===== src/rtl/mem_access_initiator.sv =====
// mem_access_initiator
//   Requester-side controller for the memory-cell access FSM. Accepts host
//   read/write commands over a ready/valid handshake, drives op/selFSM to the
//   access FSM, presents registered address/write data to the cell array,
//   waits for a matching fsm_valid, captures read data and returns a one-cycle
//   completion. A watchdog aborts commands the FSM never completes.
//
// Ports:
//   clk, rst_n                        clock, async active-low reset
//   cmd_valid/cmd_ready               host command handshake
//   cmd_we, cmd_addr, cmd_wdata       command fields (1 = write)
//   rsp_valid, rsp_err, rsp_rdata     completion pulse, abort flag, read data
//   op, selFSM                        controls to the access FSM
//   mem_addr, mem_wdata               registered address/data to cell array
//   fsm_rw, fsm_valid                 status from the access FSM
//   mem_rdata                         cell array read data
module mem_access_initiator #(
   parameter int unsigned AW      = 4,
   parameter int unsigned DW      = 8,
   parameter int unsigned TIMEOUT = 15,
   parameter int unsigned CW      = 5
) (
   input  logic          clk,
   input  logic          rst_n,
   input  logic          cmd_valid,
   output logic          cmd_ready,
   input  logic          cmd_we,
   input  logic [AW-1:0] cmd_addr,
   input  logic [DW-1:0] cmd_wdata,
   output logic          rsp_valid,
   output logic          rsp_err,
   output logic [DW-1:0] rsp_rdata,
   output logic          op,
   output logic          selFSM,
   output logic [AW-1:0] mem_addr,
   output logic [DW-1:0] mem_wdata,
   input  logic          fsm_rw,
   input  logic          fsm_valid,
   input  logic [DW-1:0] mem_rdata
);

   typedef enum logic [1:0] {
      IDLE,
      ISSUE,
      WAIT,
      RELEASE
   } state_t;

   state_t        state, state_next;
   logic          we_q, we_next;
   logic [CW-1:0] wd, wd_next;
   logic          cmd_ready_next, op_next, sel_next;
   logic          rsp_valid_next, rsp_err_next;
   logic [DW-1:0] rsp_rdata_next;
   logic [AW-1:0] addr_next;
   logic [DW-1:0] wdata_next;
   logic          done;

   // Completion only counts once the FSM reports the direction we asked for.
   assign done = fsm_valid && (fsm_rw == we_q);

   always_ff @(posedge clk or negedge rst_n) begin
      if (!rst_n) begin
         state     <= IDLE;
         we_q      <= 1'b0;
         wd        <= '0;
         cmd_ready <= 1'b0;
         op        <= 1'b0;
         selFSM    <= 1'b0;
         rsp_valid <= 1'b0;
         rsp_err   <= 1'b0;
         rsp_rdata <= '0;
         mem_addr  <= '0;
         mem_wdata <= '0;
      end else begin
         state     <= state_next;
         we_q      <= we_next;
         wd        <= wd_next;
         cmd_ready <= cmd_ready_next;
         op        <= op_next;
         selFSM    <= sel_next;
         rsp_valid <= rsp_valid_next;
         rsp_err   <= rsp_err_next;
         rsp_rdata <= rsp_rdata_next;
         mem_addr  <= addr_next;
         mem_wdata <= wdata_next;
      end
   end

   always_comb begin
      state_next     = state;
      we_next        = we_q;
      wd_next        = wd;
      rsp_valid_next = 1'b0;
      rsp_err_next   = 1'b0;
      rsp_rdata_next = rsp_rdata;
      addr_next      = mem_addr;
      wdata_next     = mem_wdata;

      case (state)
         IDLE: begin
            if (cmd_valid && cmd_ready) begin
               state_next = ISSUE;
               we_next    = cmd_we;
               addr_next  = cmd_addr;
               wdata_next = cmd_wdata;
            end
         end
         ISSUE: begin
            wd_next    = '0;
            state_next = WAIT;
         end
         WAIT: begin
            wd_next = wd + CW'(1);
            // Completion wins over a timeout landing in the same cycle.
            if (done) begin
               state_next     = RELEASE;
               rsp_valid_next = 1'b1;
               if (!we_q) begin
                  rsp_rdata_next = mem_rdata;
               end
            end else if (wd == CW'(TIMEOUT - 1)) begin
               state_next     = RELEASE;
               rsp_valid_next = 1'b1;
               rsp_err_next   = 1'b1;
            end
         end
         RELEASE: begin
            state_next = IDLE;
         end
         default: begin
            state_next = IDLE;
         end
      endcase

      // Registered outputs are decoded from the state being entered, so they
      // line up with that state's cycle. A write holds op for ISSUE and the
      // first WAIT cycle only (the cycle that follows ISSUE).
      cmd_ready_next = (state_next == IDLE);
      sel_next       = (state_next == ISSUE) || (state_next == WAIT);
      op_next        = ((state_next == ISSUE) && we_next) ||
                       ((state == ISSUE) && we_q);
   end

endmodule


===== config.mk =====
export PLATFORM = sky130hd
export DESIGN_NAME = mem_access_initiator
export DESIGN_NICKNAME = d
export VERILOG_FILES = /design/src/rtl/mem_access_initiator.sv
export SDC_FILE = /design/constraint.sdc
export NUM_CORES = 1
export LEC_CHECK = 0
export CAP_MARGIN = 20
export CELL_PAD_IN_SITES_DETAIL_PLACEMENT = 0
export CELL_PAD_IN_SITES_GLOBAL_PLACEMENT = 1
export CORE_MARGIN = 2
export CORE_UTILIZATION = 34
export DETAILED_ROUTE_END_ITERATION = 6
export GPL_TIMING_DRIVEN = 0
export PLACE_DENSITY_LB_ADDON = 0.1
export SLEW_MARGIN = 30
export SYNTH_ARGS = -nofsm -noshare
export SYNTH_HDL_FRONTEND = slang
export SYNTH_SLANG_ARGS = --single-unit

===== constraint.sdc =====
create_clock -name clk -period 2.3 [get_ports clk]
set_input_delay 0.69 -clock clk [delete_from_list [all_inputs] [get_ports clk]]
set_output_delay 0.69 -clock clk [all_outputs]
set_load 0.01 [all_outputs]

==> results of run 1 <==
worst max-delay path by stage:
stage | endpoint | slack, ns | cells after the start
after detailed placement | op | -0.05 | 7
final | op | 0.24 | 7
after global routing | op | 0.09 | 7
after CTS | op | 0.22 | 7
after global placement | mem_wdata[1] | -0.14 | 1
after floorplan | op | 0.63 | 6
power groups by stage:
stage                     Clock [mW]  Sequential [mW]  Combinational, mW
after global routing           0.595            0.993               1.31
after floorplan                    0             1.06              0.524
final                          0.553            0.959               1.20
after CTS                      0.574            0.961               1.22
after global placement             0            0.960               1.18
after detailed placement           0            0.972               1.22
per-layer routing:
metal	vias up	wire (µm)	GRT usage, %
met5	-	0	0
met3	4	220	5.428
met1	480	1151	14.73
met2	35	1428	21.75
met4	0	30	5.250
li1	477	-	-
critical path: stages:
cell,delay (ns)
clkdlybuf4s50_1,0.54
xnor2_1,0.16
a21oi_1,0.13
a211oi_1,0.31
ha_1,0.22
nand2_1,0.06
o22ai_1,0.14
logic make-up (layout without fill, tap and decap cells):
family | Yosys count | count (layout) | synth area share [%]
flops | 33 | 33 | 58.41
compound gates | 12 | 12 | 5.399
buf+inv | 8 | 67 | 2.743
mux | 22 | 22 | 17.43
simple gates | 19 | 19 | 8.319
xor+xnor | 1 | 1 | 0.6196
fa+ha+maj | 8 | 8 | 7.080
final cells by class:
cell class                 count  area (µm²)
sequential                    33       825.8
multi-input combinational     62       549.3
clock buffer                   7       86.33
buffer                         2       16.27
timing repair buffer          51       523.0
tap                           50       62.56
fill                         346        1884
inverter                       6       22.52
clock inverter                 1       30.03
sequential cells by signal, summed over array words and instances, names as in the netlist:
| name | cells |
|---|---|
| cmd_ready | 1 |
| mem_addr | 4 |
| mem_wdata | 8 |
| op | 1 |
| rsp_err | 1 |
| rsp_rdata | 8 |
| rsp_valid | 1 |
| selFSM | 1 |
| state | 2 |
| wd | 5 |
| we_q | 1 |
layout by cell type, fill, tap and decap left out, drive strengths merged, types with 2 or more instances in the layout:
| master | netlist | routed |
|---|---|---|
| a21oi | 4 | 4 |
| buf | 2 | 4 |
| clkbuf | 0 | 7 |
| clkdlybuf4s50 | 0 | 49 |
| dfrtp | 33 | 33 |
| ha | 8 | 8 |
| inv | 6 | 6 |
| mux2 | 21 | 21 |
| nand2 | 6 | 6 |
| nand3 | 6 | 6 |
| nor2 | 2 | 2 |
| nor2b | 2 | 2 |
| o21ai | 2 | 2 |
| o22ai | 2 | 2 |
metrics by stage:
stage               setup slack, ns  util [%]
floorplan                    0.6328         -
global placement            -0.1353     49.42
detailed placement         -0.05407     49.98
CTS                          0.2223     52.89
global route                0.08728     52.89
finish                       0.2393     52.89
==> impl_metrics.json, run 1 <==
{
  "status": "finished clean",
  "wl_per_cell_um": 13.35,
  "synth_edf_count": 0,
  "core_area_mm2": 0.004000,
  "avgSynthCellArea_um2": 13.73,
  "antenna_found_initial": 0,
  "cts_resized": 0,
  "vdd_drop_max_mv": 0.5822,
  "regToRegSetupSlack_ns": 0.50,
  "rr_worst_depth": 8,
  "power.density_mw_per_mm2": 1280,
  "end_kind": "register",
  "max-clock-path-buffers": 2,
  "synth_warnings": 0,
  "cts_root_buffer": "clkbuf_8",
  "synth_top_area_cell": "dfrtp_1",
  "clk_pin_slew_ns": 0.07,
  "firstDrtPassIters": 4,
  "cts_tree": "yes",
  "drive_gt1_share_pct": 21.60,
  "start_util_pct": 35.35,
  "yosys.cell_types.count": 24,
  "rows": 23,
  "intPower_mw": 1.880,
  "die_h_um": 68.49,
  "synth_area_leaders": "dfrtp_1, mux2_2, ha_1",
  "nets": 195,
  "finalPower_mw": 2.709,
  "routed_wl_mm": 2.830,
  "die_x_um": 68.49,
  "synth-main-ff-cell": "dfrtp_1",
  "grt_pass1_wl_mm": 4.374,
  "area_delta_synth_final_pct": 49.65,
  "via_count": 996,
  "grt_usage_pct": 13.07,
  "ys_top_cells_by_count": "dfrtp_1, mux2_2, ha_1",
  "cts_setup_buffers": 0,
  "cts_num_sinks": 33,
  "clk_latency_ns": 0.28,
  "grt_max_degree": 19,
  "timing.rr.end": "op",
  "place_congestion": 0.7580,
  "synth.most_common_cell": "dfrtp_1",
  "fmax_mhz": 485.3,
  "diodes": 0,
  "syn-cell-area_mm2": 0.001414,
  "arrival_ns": 2.26,
  "dp_hpwl_mm": 2.136,
  "dieArea_mm2": 0.004690,
  "worst_pin_slew_ns": 0.4113,
  "finalSetupViolCount": 0,
  "sequentialPowerShare_pct": 35.4,
  "maxCapViolations": 0,
  "period_minus_slack_ns": 2.061,
  "drc": 0,
  "post-route-period-util_pct": 89.60,
  "holdBufCountCts": 0,
  "r2r-start": "wd[0]",
  "cts_htree_levels": 2,
  "ios": 51,
  "p_leak_nw": 0.9233,
  "p_clk_share_pct": 20.4,
  "worst-setup-path-type": "in2reg",
  "via_per_inst": 4.698,
  "ys_ff_latch": 33,
  "hold_slack_ns": 0.3360,
  "maxSlewViolCount": 0,
  "stdcell_count": 212,
  "pwr-share-comb_pct": 44.2,
  "synth_top_area_share_pct": 58.41,
  "stdcell_area_mm2": 0.002116,
  "placed_area_mm2": 0.001999,
  "power.switching_mw": 0.8292,
  "grt_pass1_vias": 1002,
  "clock_skew_ns": 0.009357,
  "dp_cells": 204,
  "rsz0062_at_grt": "no",
  "syn_inst": 103,
  "hold_path.class": "in2async",
  "cp.required_ns": 2.50,
  "finalHoldViolCount": 0,
  "fin_tns_setup_ns": 0,
  "async_flop_share_pct": 100.0,
  "crit_path_start": "fsm_rw",
  "switching_share_pct": 30.61,
  "relSlewSlack_pct": 72.58,
  "cts-buffers-inserted": 5,
  "ys_seq_area_share_pct": 58.41,
  "drt_iter0_markers": 13,
  "worst_setup_path_start_kind": "input pin",
  "overflow": 0,
  "synth_nets": 137,
  "io_buffers": 50,
  "cp_max_fo": 3,
  "drtAntennaViolNets": 0
}
(Power assumes the default switching activity.)
==> inputs of run 2 (changes only) <==
SLEW_MARGIN = 25   (was 30)
==> results of run 2 <==
Same layout as run 1: the final DEF is identical, and so are final timing and power.
==> inputs of run 3 (changes only) <==
SKIP_CTS_REPAIR_TIMING = 1   (was not set)
==> results of run 3 <==
Same layout as run 1: the final DEF is identical, and so are final timing and power.
